--- src/rtl/lifo_arb_pkg.sv ---
// Shared types and constants for the two-requester LIFO access arbiter.
package lifo_arb_pkg;

  typedef enum logic [1:0] {
    IDLE = 2'd0,
    EXEC = 2'd1,
    WAIT = 2'd2,
    ACK  = 2'd3
  } state_t;

  localparam logic OP_PUSH = 1'b0;
  localparam logic OP_POP  = 1'b1;

  localparam logic REQ_A = 1'b0;
  localparam logic REQ_B = 1'b1;

endpackage

--- src/rtl/rr_arb2.sv ---
// Two-way round-robin picker; a tie goes to the requester not granted last.
module rr_arb2
  import lifo_arb_pkg::*;
(
  input  logic       clk,
  input  logic       rst_n,
  input  logic [1:0] req,
  input  logic       upd,
  output logic       gnt_id,
  output logic       gnt_vld
);

  logic last_q, last_d;

  always_comb begin
    gnt_vld = |req;
    gnt_id  = (req == 2'b11) ? ~last_q : req[REQ_B];
    last_d  = upd ? gnt_id : last_q;
  end

  // Reset value marks B as last granted so A wins the first tie.
  always_ff @(posedge clk) begin
    if (!rst_n) last_q <= REQ_B;
    else        last_q <= last_d;
  end

endmodule

--- src/rtl/lifo_access_arbiter.sv ---
// Shares one single-port LIFO stack between requesters A and B, sequencing
// the stack's multi-cycle command strobes and rejecting over/underflow.
//
// state | meaning
// IDLE  | waiting for a request; grant, latch op/data, check legality
// EXEC  | stack strobe held for CMD_CYCLES cycles; count updated on the last
// WAIT  | strobes low; pop data captured from the stack at the end
// ACK   | completion pulse (with err for rejects) driven to the winner
module lifo_access_arbiter
  import lifo_arb_pkg::*;
#(
  parameter  int DW         = 8,
  parameter  int DEPTH      = 256,
  parameter  int CMD_CYCLES = 2,
  localparam int CW         = $clog2(DEPTH + 1)
) (
  input  logic          clk,
  input  logic          rst_n,
  input  logic          req_a,
  input  logic          req_b,
  input  logic          op_a,
  input  logic          op_b,
  input  logic [DW-1:0] wdata_a,
  input  logic [DW-1:0] wdata_b,
  output logic          ack_a,
  output logic          ack_b,
  output logic          err_a,
  output logic          err_b,
  output logic [DW-1:0] rdata_a,
  output logic [DW-1:0] rdata_b,
  output logic          stk_push,
  output logic          stk_pop,
  output logic [DW-1:0] stk_wdata,
  input  logic [DW-1:0] stk_rdata,
  output logic [CW-1:0] count,
  output logic          full,
  output logic          empty
);

  localparam int YW = (CMD_CYCLES > 1) ? $clog2(CMD_CYCLES) : 1;

  state_t        state_q, state_d;
  logic          id_q, id_d, op_q, op_d, rej_q, rej_d;
  logic [DW-1:0] data_q, data_d;
  logic [YW-1:0] cyc_q, cyc_d;
  logic [CW-1:0] count_q, count_d;
  logic          full_q, full_d, empty_q, empty_d;
  logic [1:0]    ack_q, ack_d, err_q, err_d;
  logic [DW-1:0] rdata_a_q, rdata_a_d, rdata_b_q, rdata_b_d;
  logic          push_q, push_d, pop_q, pop_d;
  logic [DW-1:0] wdata_q, wdata_d;

  logic          gnt_id, gnt_vld, gnt_upd, gnt_op, illegal;
  logic [DW-1:0] gnt_data;

  // A requester still sees its ack on the edge it drops req, so mask it there.
  rr_arb2 u_rr (
    .clk     (clk),
    .rst_n   (rst_n),
    .req     ({req_b & ~ack_q[REQ_B], req_a & ~ack_q[REQ_A]}),
    .upd     (gnt_upd),
    .gnt_id  (gnt_id),
    .gnt_vld (gnt_vld)
  );

  always_comb begin
    state_d   = state_q;
    id_d      = id_q;
    op_d      = op_q;
    rej_d     = rej_q;
    data_d    = data_q;
    cyc_d     = cyc_q;
    count_d   = count_q;
    ack_d     = 2'b00;
    err_d     = 2'b00;
    rdata_a_d = rdata_a_q;
    rdata_b_d = rdata_b_q;
    push_d    = 1'b0;
    pop_d     = 1'b0;
    wdata_d   = wdata_q;
    gnt_upd   = 1'b0;
    gnt_op    = (gnt_id == REQ_B) ? op_b : op_a;
    gnt_data  = (gnt_id == REQ_B) ? wdata_b : wdata_a;
    illegal   = ((gnt_op == OP_PUSH) && full_q) || ((gnt_op == OP_POP) && empty_q);

    case (state_q)
      IDLE: begin
        if (gnt_vld) begin
          gnt_upd = 1'b1;
          id_d    = gnt_id;
          op_d    = gnt_op;
          data_d  = gnt_data;
          rej_d   = illegal;
          cyc_d   = '0;
          if (illegal) begin
            state_d = ACK;
          end else begin
            state_d = EXEC;
            push_d  = (gnt_op == OP_PUSH);
            pop_d   = (gnt_op == OP_POP);
            wdata_d = gnt_data;
          end
        end
      end
      EXEC: begin
        if (cyc_q == YW'(CMD_CYCLES - 1)) begin
          state_d = WAIT;
          count_d = (op_q == OP_POP) ? count_q - CW'(1) : count_q + CW'(1);
        end else begin
          cyc_d  = cyc_q + YW'(1);
          push_d = (op_q == OP_PUSH);
          pop_d  = (op_q == OP_POP);
        end
      end
      WAIT: begin
        state_d = ACK;
        if (op_q == OP_POP) begin
          if (id_q == REQ_B) rdata_b_d = stk_rdata;
          else               rdata_a_d = stk_rdata;
        end
      end
      ACK: begin
        state_d     = IDLE;
        ack_d[id_q] = 1'b1;
        err_d[id_q] = rej_q;
      end
      default: state_d = IDLE;
    endcase

    full_d  = (count_d == CW'(DEPTH));
    empty_d = (count_d == '0);
  end

  always_ff @(posedge clk) begin
    if (!rst_n) begin
      state_q   <= IDLE;
      id_q      <= REQ_A;
      op_q      <= OP_PUSH;
      rej_q     <= 1'b0;
      data_q    <= '0;
      cyc_q     <= '0;
      count_q   <= '0;
      full_q    <= 1'b0;
      empty_q   <= 1'b1;
      ack_q     <= 2'b00;
      err_q     <= 2'b00;
      rdata_a_q <= '0;
      rdata_b_q <= '0;
      push_q    <= 1'b0;
      pop_q     <= 1'b0;
      wdata_q   <= '0;
    end else begin
      state_q   <= state_d;
      id_q      <= id_d;
      op_q      <= op_d;
      rej_q     <= rej_d;
      data_q    <= data_d;
      cyc_q     <= cyc_d;
      count_q   <= count_d;
      full_q    <= full_d;
      empty_q   <= empty_d;
      ack_q     <= ack_d;
      err_q     <= err_d;
      rdata_a_q <= rdata_a_d;
      rdata_b_q <= rdata_b_d;
      push_q    <= push_d;
      pop_q     <= pop_d;
      wdata_q   <= wdata_d;
    end
  end

  assign ack_a     = ack_q[REQ_A];
  assign ack_b     = ack_q[REQ_B];
  assign err_a     = err_q[REQ_A];
  assign err_b     = err_q[REQ_B];
  assign rdata_a   = rdata_a_q;
  assign rdata_b   = rdata_b_q;
  assign stk_push  = push_q;
  assign stk_pop   = pop_q;
  assign stk_wdata = wdata_q;
  assign count     = count_q;
  assign full      = full_q;
  assign empty     = empty_q;

endmodule

--- config.mk ---
export PLATFORM = sky130hd
export DESIGN_NAME = lifo_access_arbiter
export DESIGN_NICKNAME = d
export VERILOG_FILES = /design/src/rtl/lifo_arb_pkg.sv /design/src/rtl/rr_arb2.sv /design/src/rtl/lifo_access_arbiter.sv
export SDC_FILE = /design/constraint.sdc
export NUM_CORES = 1
export LEC_CHECK = 0
export CAP_MARGIN = 25
export CORE_AREA = 4 4 88 90
export DETAILED_ROUTE_END_ITERATION = 8
export DIE_AREA = 0 0 92 94
export PLACE_DENSITY = 0.61
export SYNTH_ARGS = -nofsm -noshare
export SYNTH_HDL_FRONTEND = slang
export SYNTH_HIERARCHICAL = 1
export SYNTH_SLANG_ARGS = --single-unit
export TNS_END_PERCENT = 20
--- constraint.sdc ---
create_clock -name clk -period 5.7 [get_ports clk]
set_input_delay 1.71 -clock clk [delete_from_list [all_inputs] [get_ports clk]]
set_output_delay 1.71 -clock clk [all_outputs]
set_load 0.02 [all_outputs]
; ---- Word level (Yosys, flattened, before mapping)
; Index checks and enable logic that the tools add are counted.
[totals]
reg_bits = 48
input_bits = 30
wordCells = 78
[classes]
addsub = 3
order_cmp = 2
eq_ne = 7
muxes = 25
n_bitwise = 10
reduce_logical = 15
[op_table]
columns = operator, count
row1 = 9-bit 2-to-1 mux, 3
row2 = 1-bit 2-to-1 mux, 13
row3 = "9-bit by 1-bit adder with 9-bit output, second input constant", 1
row4 = "9-bit equality test, second input constant", 1
row5 = 9-bit logical NOT, 1
row6 = 3-bit AND reduction, 3
row7 = "9-bit by 1-bit subtractor with 9-bit output, second input constant", 1
row8 = 8-bit 2-to-1 mux, 1
row9 = 2-bit one-hot mux with 4 select lines, 1
row10 = 2-bit AND reduction, 4
row11 = 1-bit inverter, 7
row12 = "2-bit equality test, second input constant", 3
row13 = 2-bit 2-to-1 mux, 3
row14 = 1-bit one-hot mux with 2 select lines, 3
row15 = "2-bit != test, second input constant", 2
row16 = 1-bit logical AND, 3
row17 = 1-bit bitwise AND, 2
row18 = 2-bit bitwise AND, 1
row19 = "2-bit by 1-bit equality test with 1-bit output, second input constant", 1
row20 = 2-bit logical NOT, 1
row21 = "1-bit by 2-bit < comparator with 1-bit output, second input constant", 1
row22 = 2-bit nonzero test, 1
row23 = 2-bit OR reduction, 1
row24 = "1-bit adder, second input constant", 1
row25 = 3 further kinds, 3

; ---- Longest topological paths before layout
; Gate-level depths: netlist of run 1.
[depth]
depth_word = 11
ltp_mapped = 10
ltp_nobuf = 8

; ---- By module
; The synthesis of run 1 kept the hierarchy.
[by_module_without_submodules]
columns = mod, instances, cells_per_inst, area_per_inst_um2
row1 = lifo_access_arbiter, 1, 243, 2333.5
row2 = rr_arb2, 1, 6, 52.6

; ---- Worst setup path after synthesis of run 1
; OpenSTA, ideal clock, no wires.
[synth_timing]
path_kind = input -> register
start = input req_b
end = register wdata_q[7], in the netlist stk_wdata[7]
t_arrival_ns = 3.343
required_ns = 5.585
slack_ns = 2.242
path_stages = 10
path_buffers = 2
cell_sequence = nor2b_1 > a21boi_1 > buf_4 > mux2i_2 > mux2i_1 > nand2_2 > buf_2 > nand2_1 > o21ai_1 > and2_1
[synth_between]
elab_chain_cells = 9
elab_cells_between_ends = 12
classes_between = eq/ne: 1 / mux: 3 / bitwise: 3 / reduce/logical: 5
[synth_lines]
columns = element, line
row1 = "start, declared", lifo_access_arbiter.sv:20  ; input logic req_b,
row2 = 1-bit bitwise AND *, lifo_access_arbiter.sv:60  ; .req ({req_b & ~ack_q[REQ_B], req_a & ~ack_q[REQ_A]}),
row3 = 2-bit equality test, rr_arb2.sv:17  ; gnt_id = (req == 2'b11) ? ~last_q : req[REQ_B];
row4 = 1-bit 2-to-1 mux *, rr_arb2.sv:17
row5 = net gnt_id, lifo_access_arbiter.sv:53  ; logic gnt_id, gnt_vld, gnt_upd, gnt_op, illegal;
row6 = 1-bit 2-to-1 mux, lifo_access_arbiter.sv:82  ; gnt_op = (gnt_id == REQ_B) ? op_b : op_a;
row7 = 1-bit inverter, lifo_access_arbiter.sv:84  ; illegal = ((gnt_op == OP_PUSH) && full_q) || ((gnt_op == OP_POP) && empty_q);
row8 = 1-bit logical AND, lifo_access_arbiter.sv:84
row9 = 1-bit logical OR, lifo_access_arbiter.sv:84
row10 = 1-bit inverter (no source line), n/a
row11 = 3-bit AND reduction (no source line), n/a
row12 = "end signal, assigned", lifo_access_arbiter.sv:168  ; wdata_q <= wdata_d;
row13 = "end, declared", lifo_access_arbiter.sv:51  ; logic [DW-1:0] wdata_q, wdata_d;
; The timed path passes the listed nets; every way through them passes the cells marked *.
; A chain may end at the register's enable or synchronous reset.

; ---- Worst setup path in the final report of run 1
[layout_timing]
start = input req_b
end = register wdata_q[6], in the netlist stk_wdata[6]
; The elaborated chain is that of the path after synthesis.

==> summary.txt, run 1 <==
Final layout
  – ANT cells: 0
  – Number of nets at the end of the flow: about 360
  – Layout cells sized above 1: 0.0660
  – Final std cell area, no fill: about 3300 µm²
  – FILL cells: between 600 and 700
  – Area growth, synth to finish: 38.3%

Timing
  – Final count of pins violating max slew: 0
  – FMAX: between 200 and 300 MHz
  – Period Utilization, post-route: 0.638
  – Least-Margin Pin Slew: about 0.63 ns
  – Final min period: ~3.6 ns
  – Total of endpoints with negative setup slack in the final report: 0
  – RSZ-0062 raised after global routing: no
  – Final count of hold timing violations: 0
  – Worst slew margin relative to its limit: 0.579
  – Largest clock skew in the final design: a little under 0.009 ns
  – Final worst hold slack: slightly below 0.5 ns
  – Final-layout setup total negative slack: 0 ns

Worst setup path
  – Peak per-stage delay on the critical path: between 0.4 and 0.5 ns
  – Required time worst endpoint: 5.89 ns
  – Critical path endpoint category: flop
  – Cells along the critical path: clkdlybuf4s50_1, nor2b_1, a21boi_1, mux2i_2, mux2i_1, nand2_2, nand2_1, o21ai_0, and2_1
  – Crit Path Category: in2reg
  – Worst path slowest cell: sky130_fd_sc_hd__clkdlybuf4s50_1
  – CP Data Arrival Time: ~3.8 ns
  – Crit path launch type: primary input
  – Dominant delay contributor by cell family on the critical path: multiplexers
  – Maximum fanout count along the critical path: 17
  – Count of buffering cells on the critical path with inverters included: 1

Power
  – Largest voltage drop on the vdd net: 0.111 mV
  – Leakage: 0.00137 µW
  – Ratio of total power to cell area: 329 nW/µm²

Clock tree
  – Post-cts repair resize count: 0
  – Worst-Skew Late Latency: roughly 0.30 ns
  – Root Driver: sky130_fd_sc_hd__clkbuf_8
  – Number of buffers inserted by post-CTS setup repair: 0
  – TritonCTS sink count: 48
  – Total CTS buffers: 5
  – Number of H-tree levels: 2
  – Buffer levels on the longest clock path: 2
  – Hold-fix buffers, CTS: 0
  – TritonCTS clock tree: built
  – Clock transition at the registers of the reported paths: approximately 0.09 ns

Global routing
  – All-Layer GR Usage: 0.125
  – Final global-route overflow total: 0
  – Antenna violations before repair: 0
  – Vias in the first global route: around 1900
  – First-pass GRT wire length: about 8800 µm
  – Maximum number of pins on one net before global-route repair: 29

Floorplan
  – Chip Width: between 90 and 100 µm
  – Std-Cell Core Area: 7060 µm²
  – Placement Rows: 31
  – Die height: between 90 and 100 µm
  – Die Outline Area: approximately 8600 µm²
  – Initial core utilization: 0.338
  – IO Count: 71

Yosys
  – Synth warn: 6
  – Synth unique cells: between 50 and 60
  – Post-Syn Area per Cell: 9.58 µm²
  – Area of the mapped netlist: 2390 µm²
  – Async set or reset register ratio after synthesis: 0
  – Sequential element share of the synthesized area: 0.403
  – Instance count of the mapped netlist: 249
  – Syn Nets: 291
  – Number of enable-type register cells in the synthesized netlist: 0
  – Flops & latches, synth: 48
  – Most used flip-flop cell after synthesis: sky130_fd_sc_hd__dfxtp_1

Routing
  – Vias after detailed routing: a little under 2000
  – 1st-pass router iterations: 4
  – Drt initial violations: 44
  – Final ANT Viol Nets: 0
  – Average routed wire per standard cell: 12.8 µm
  – Vias/cell: approximately 4.7
  – Detailed-route DRC error count: 0
  – Wire length after detailed routing: ~5300 µm

Worst hold path
  – Type of the most critical hold path: reg2reg

Place
  – IO Port Bufs: 70
  – HPWL after detailed placement: just under 4000 µm
  – Area after DPL: approximately 3200 µm²
  – Placer's final routability congestion estimate: approximately 0.87

Run status
  – Outcome: finished, final reports clean

Flow run
  – Count of max-cap constraint violations: 0
==> cell usage after synthesis (2+ instances only) <==
cell	instances	area share
sky130_fd_sc_hd__dfxtp_1	48	0.40
sky130_fd_sc_hd__nand4_1	2	0.0052
sky130_fd_sc_hd__nor3_1	3	0.0063
sky130_fd_sc_hd__o211a_1	3	0.013
sky130_fd_sc_hd__buf_4	3	0.0094
sky130_fd_sc_hd__nand2b_1	3	0.0079
sky130_fd_sc_hd__nand2_1	19	0.030
sky130_fd_sc_hd__a21boi_0	2	0.0063
sky130_fd_sc_hd__nor2_1	10	0.016
sky130_fd_sc_hd__nand3b_1	3	0.0094
sky130_fd_sc_hd__o21ai_0	12	0.025
sky130_fd_sc_hd__nor3b_2	2	0.010
sky130_fd_sc_hd__nand2_2	2	0.0052
sky130_fd_sc_hd__ha_1	11	0.058
sky130_fd_sc_hd__xnor2_1	4	0.015
sky130_fd_sc_hd__a31oi_1	2	0.0052
sky130_fd_sc_hd__mux2i_1	27	0.11
sky130_fd_sc_hd__clkbuf_1	4	0.0063
sky130_fd_sc_hd__a211oi_1	2	0.0063
sky130_fd_sc_hd__nand3_1	2	0.0042
sky130_fd_sc_hd__a21o_1	2	0.0063
sky130_fd_sc_hd__and3_1	3	0.0079
sky130_fd_sc_hd__inv_1	4	0.0063
sky130_fd_sc_hd__a21oi_1	10	0.021
sky130_fd_sc_hd__or2_2	2	0.0052
sky130_fd_sc_hd__nor2b_1	24	0.063
sky130_fd_sc_hd__and2_1	15	0.039
sky130_fd_sc_hd__buf_2	2	0.0042
==> path summary, 6_finish.rpt <==
kind         startpoint            to  slack (ns)  cells past startpoint
max               req_b  stk_wdata[6]        2.06                      9
min reg2reg       rej_q      err_q[0]        0.49                      1
max reg2reg        op_q          full        3.12                      7
min               rej_q      err_q[0]        0.49                      1
==> metrics by stage <==
stage                     total power (µW)   util  cells  worst slack (ns)
final                                 1090  0.468    417              2.06
after global routing                  1160  0.468    417              1.83
after CTS                             1100  0.468    417              2.07
after detailed placement               801  0.448    409              1.76
after global placement                 795  0.448    409              1.83
after floorplan                        680      -    249              2.24
==> metal layers <==
layer	vias up	wire length (µm)	share of wire	GRT usage
li1	1012	-	-	-
met2	49	2450	0.46	0.203
met3	7	361	0.068	0.0377
met1	889	2440	0.46	0.160
met4	0	80	0.015	0.0421
met5	-	0	0	0
==> layout by cell type (no fill, tap or decap), types with 5 or more instances in the layout <==
cell                              instances
sky130_fd_sc_hd__and2_1                  15
sky130_fd_sc_hd__dfxtp_1                 48
sky130_fd_sc_hd__nand2_1                 19
sky130_fd_sc_hd__clkdlybuf4s50_1         70
sky130_fd_sc_hd__ha_1                    11
sky130_fd_sc_hd__clkbuf_8                 5
sky130_fd_sc_hd__a21oi_1                 10
sky130_fd_sc_hd__nor2_1                  10
sky130_fd_sc_hd__mux2i_1                 27
sky130_fd_sc_hd__nor2b_1                 24
sky130_fd_sc_hd__o21ai_0                 12
==> power by group <==
| group | internal [µW] | switching [µW] | leakage [µW] | total (µW) |
|---|---|---|---|---|
| Clock | 177 | 120 | 0.0000687 | 296 |
| Sequential | 380 | 41.7 | 0.000390 | 422 |
| Combinational | 171 | 196 | 0.000907 | 368 |
==> sequential cells by signal, summed over array words and instances (netlist names) <==
signal       cells
count            9
empty            1
cyc_q            1
stk_wdata        8
u_rr/last_q      1
stk_pop          1
stk_push         1
id_q             1
rdata_b          8
rej_q            1
state_q          2
op_q             1
full             1
rdata_a          8
err_q            2
ack_q            2
==> kinds of logic (layout without fill, tap and decap cells) <==
kind of cell               Yosys count  count (layout)  share of synthesized area
AOI/OAI and AO/OA                   48              48                      0.142
xor gates and xnor gates             4               4                     0.0147
adders and majority gates           12              12                     0.0661
buffers and inverters               15              84                     0.0325
DFF                                 48              48                      0.403
muxes                               28              28                      0.119
and+or+nand+nor                     94              94                      0.223
==> cell type report <==
class	instances	area, µm²	share of cell area
Sequential cell	48	961	0.291
Clock buffer	5	68.8	0.0208
Inverter	4	15.0	0.00455
Tap cell	99	124	0.0375
Timing Repair Buffer	72	716	0.217
Multi-Input combinational cell	186	1350	0.408
Clock inverter	3	68.8	0.0208
(Power assumes the default switching activity.)
==> run 2: changes to the inputs <==
--- a/config.mk
+++ b/config.mk
@@ -9,7 +9,7 @@
 export CORE_AREA = 4 4 88 90
 export DETAILED_ROUTE_END_ITERATION = 8
 export DIE_AREA = 0 0 92 94
-export PLACE_DENSITY = 0.61
+export PLACE_DENSITY = 0.64
 export SYNTH_ARGS = -nofsm -noshare
 export SYNTH_HDL_FRONTEND = slang
 export SYNTH_HIERARCHICAL = 1
==> constraint.sdc (replaced) <==
create_clock -name clk -period 3.3 [get_ports clk]
set_input_delay 0.99 -clock clk [delete_from_list [all_inputs] [get_ports clk]]
set_output_delay 0.99 -clock clk [all_outputs]
set_load 0.02 [all_outputs]
==> run 2 against run 1 <==
Hold slack improved by 0.0046 ns. Largest power group unchanged. Die area unchanged. Sequential power increased by 72%. Highest routed layer unchanged. Critical endpoint is now stk_wdata[0].
==> summary.txt, run 2 (synthesized netlist as in run 1, its figures left out) <==
Final layout
  – Most frequent cells in the layout: sky130_fd_sc_hd__clkdlybuf4s50_1 (70), sky130_fd_sc_hd__dfxtp_1 (48), sky130_fd_sc_hd__mux2i_1 (27), sky130_fd_sc_hd__nor2b_1 (24), sky130_fd_sc_hd__nand2_1 (19) (unchanged)
  – ANT cells: 0 (unchanged)
  – Number of nets at the end of the flow: 361 (was 359)
  – Most frequent standard cell in the layout excluding fill and tap cells: sky130_fd_sc_hd__clkdlybuf4s50_1 (unchanged)
  – Area growth, synth to finish: 39.0% (was 38.3%)
  – Number of flip-flops under the largest register name: 9 (unchanged)
  – Util after Layout: 0.470 (was 0.468)
  – Number of standard cells in the final layout excluding fillers: 419 (was 417)
  – Final std cell area, no fill: 3320 µm² (was 3300 µm²)
  – Layout cells sized above 1: 0.0719 (was 0.0660)
  – FILL cells: 688 (was 690)
  – Area of combinational cells with multiple inputs: 1350 µm² (unchanged)
  – Seq. cell area: 961 µm² (unchanged)

Timing
  – Final count of hold timing violations: 0 (unchanged)
  – Period Utilization, post-route: 0.866
  – RSZ-0062 raised after global routing: no (unchanged)
  – Total of endpoints with negative setup slack in the final report: 0 (unchanged)
  – Largest clock skew in the final design: 0.0148 ns (was 0.00887 ns)
  – Least-Margin Pin Slew: 0.584 ns (was 0.630 ns)
  – Final count of pins violating max slew: 0 (unchanged)
  – Final min period: 2.86 ns
  – Final-layout setup total negative slack: 0 ns (unchanged)
  – FMAX: 350 MHz
  – Worst slew margin relative to its limit: 0.609 (was 0.579)

Global routing
  – Maximum number of pins on one net before global-route repair: 47 (was 29)
  – All-Layer GR Usage: 0.128 (was 0.125)
  – Vias in the first global route: 1937 (was 1876)
  – Final global-route overflow total: 0 (unchanged)
  – Antenna violations before repair: 0 (unchanged)
  – First-pass GRT wire length: 9030 µm (was 8760 µm)

Routing
  – Wire length after detailed routing: 5410 µm (was 5330 µm)
  – Average routed wire per standard cell: 12.9 µm (was 12.8 µm)
  – Detailed-routing wirelength on met1: 2520 µm (was 2440 µm)
  – Final ANT Viol Nets: 0 (unchanged)
  – Highest layer used for signal routing: met4 (unchanged)
  – Detailed-route DRC error count: 0 (unchanged)
  – Routed length on met3: 364 µm (was 361 µm)
  – Drt initial violations: 34 (was 44)
  – 1st-pass router iterations: 4 (unchanged)
  – Vias after detailed routing: 1962 (was 1957)
  – Vias/cell: 4.68 (was 4.69)
  – Met2 wire len: 2440 µm (was 2450 µm)

Clock tree
  – Total CTS buffers: 5 (unchanged)
  – Buffer levels on the longest clock path: 2 (unchanged)
  – Post-cts repair resize count: 0 (unchanged)
  – TritonCTS clock tree: built (unchanged)
  – TritonCTS sink count: 48 (unchanged)
  – Number of H-tree levels: 2 (unchanged)
  – Worst-Skew Late Latency: 0.31 ns (was 0.30 ns)
  – Hold-fix buffers, CTS: 0 (unchanged)
  – Number of buffers inserted by post-CTS setup repair: 0 (unchanged)
  – Clock transition at the registers of the reported paths: 0.09 ns (about the same)
  – Root Driver: sky130_fd_sc_hd__clkbuf_8 (unchanged)

Worst setup path
  – Reg2reg path depth: 7 (unchanged)
  – Reg2reg start: op_q (unchanged)
  – Crit Path Category: in2reg (unchanged)
  – Critical path endpoint category: flop (unchanged)
  – CP Data Arrival Time: 3.06 ns (was 3.83 ns)
  – Required time worst endpoint: 3.51 ns (was 5.89 ns)
  – Crit path launch type: primary input (unchanged)
  – Terminus of the critical flop-to-flop path: empty (was full)
  – R2R Setup Slk: 0.89 ns (was 3.12 ns)
  – Maximum fanout count along the critical path: 17 (unchanged)

Floorplan
  – Std-Cell Core Area: 7060 µm² (unchanged)
  – Die Outline Area: 8650 µm² (unchanged)
  – Die height: 94 µm (unchanged)
  – Initial core utilization: 0.338 (unchanged)
  – Placement Rows: 31 (unchanged)
  – IO Count: 71 (unchanged)
  – Chip Width: 92 µm (unchanged)

Place
  – HPWL after detailed placement: 3900 µm (was 3970 µm)
  – Area after DPL: 3180 µm² (was 3160 µm²)
  – IO Port Bufs: 70 (unchanged)
  – Cell count after placement: 411 (was 409)
  – Placer's final routability congestion estimate: 0.883 (was 0.867)

Worst hold path
  – Worst hold stages: 1 (unchanged)
  – Worst hold endpoint: err_q[1] (was err_q[0])
  – Type of the most critical hold path: reg2reg (unchanged)
  – Hold Crit Start: rej_q (unchanged)

Power
  – Leakage: 0.00138 µW (was 0.00137 µW)
  – Ratio of total power to cell area: 572 nW/µm² (was 329 nW/µm²)
  – Largest voltage drop on the vdd net: 0.196 mV (was 0.111 mV)

Run status
  – Outcome: finished, final reports clean (unchanged)

Flow run
  – Count of max-cap constraint violations: 0 (unchanged)
## run 2: changes by cell type in the layout (fill, tap and decap cells not counted)
cell                    delta
sky130_fd_sc_hd__buf_4     +2
## run 2: area by class of cell
type | instances | share of cell area
Clock inverter | 3 | 0.0208
Inverter | 4 | 0.00453
Sequential cell | 48 | 0.290
Tap cell | 99 | 0.0374
Timing Repair Buffer | 74 | 0.220
Multi-Input combinational cell | 186 | 0.406
Clock buffer | 5 | 0.0208
## run 2: critical path, cell delays in order
cell	delay (ns)
sky130_fd_sc_hd__clkdlybuf4s50_1	0.45
sky130_fd_sc_hd__nor2b_1	0.15
sky130_fd_sc_hd__a21boi_1	0.28
sky130_fd_sc_hd__mux2i_2	0.32
sky130_fd_sc_hd__mux2i_1	0.30
sky130_fd_sc_hd__nand2_2	0.22
sky130_fd_sc_hd__nand2_1	0.12
sky130_fd_sc_hd__o21ai_0	0.08
sky130_fd_sc_hd__and2_1	0.16
## run 2: how the worst max path moves through the flow
stage	slack [ns]	end	cells past startpoint	start
6_report	0.44	stk_wdata[0]	9	req_b
3_5_place_dp	0.12	stk_wdata[0]	9	req_b
2_1_floorplan	0.56	stk_wdata[7]	10	req_b
4_1_cts	0.44	stk_wdata[0]	9	req_b
3_3_place_gp	0.24	stk_wdata[3]	9	req_b
5_1_grt	0.15	stk_wdata[6]	9	req_b
## run 2: routing by layer
metal / global-route usage / vias to the layer above
li1: - / 1004
met1: 0.161 / 896
met2: 0.205 / 54
met3: 0.0433 / 8
met4: 0.0421 / 0
met5: 0 / -
## run 2: through the flow
step / hold slack (ns) / setup slack [ns] / power, µW
2_1_floorplan: 0.439 / 0.562 / 1180
3_3_place_gp: 0.484 / 0.236 / 1380
3_5_place_dp: 0.477 / 0.118 / 1390
4_1_cts: 0.501 / 0.439 / 1920
5_1_grt: 0.531 / 0.150 / 2020
6_report: 0.499 / 0.443 / 1900
## run 2: report_power, final
| part | internal, µW | leakage, µW | switching (µW) |
|---|---|---|---|
| clock network | 305 | 0.0000687 | 211 |
| logic | 302 | 0.000917 | 352 |
| registers | 656 | 0.000390 | 70.4 |
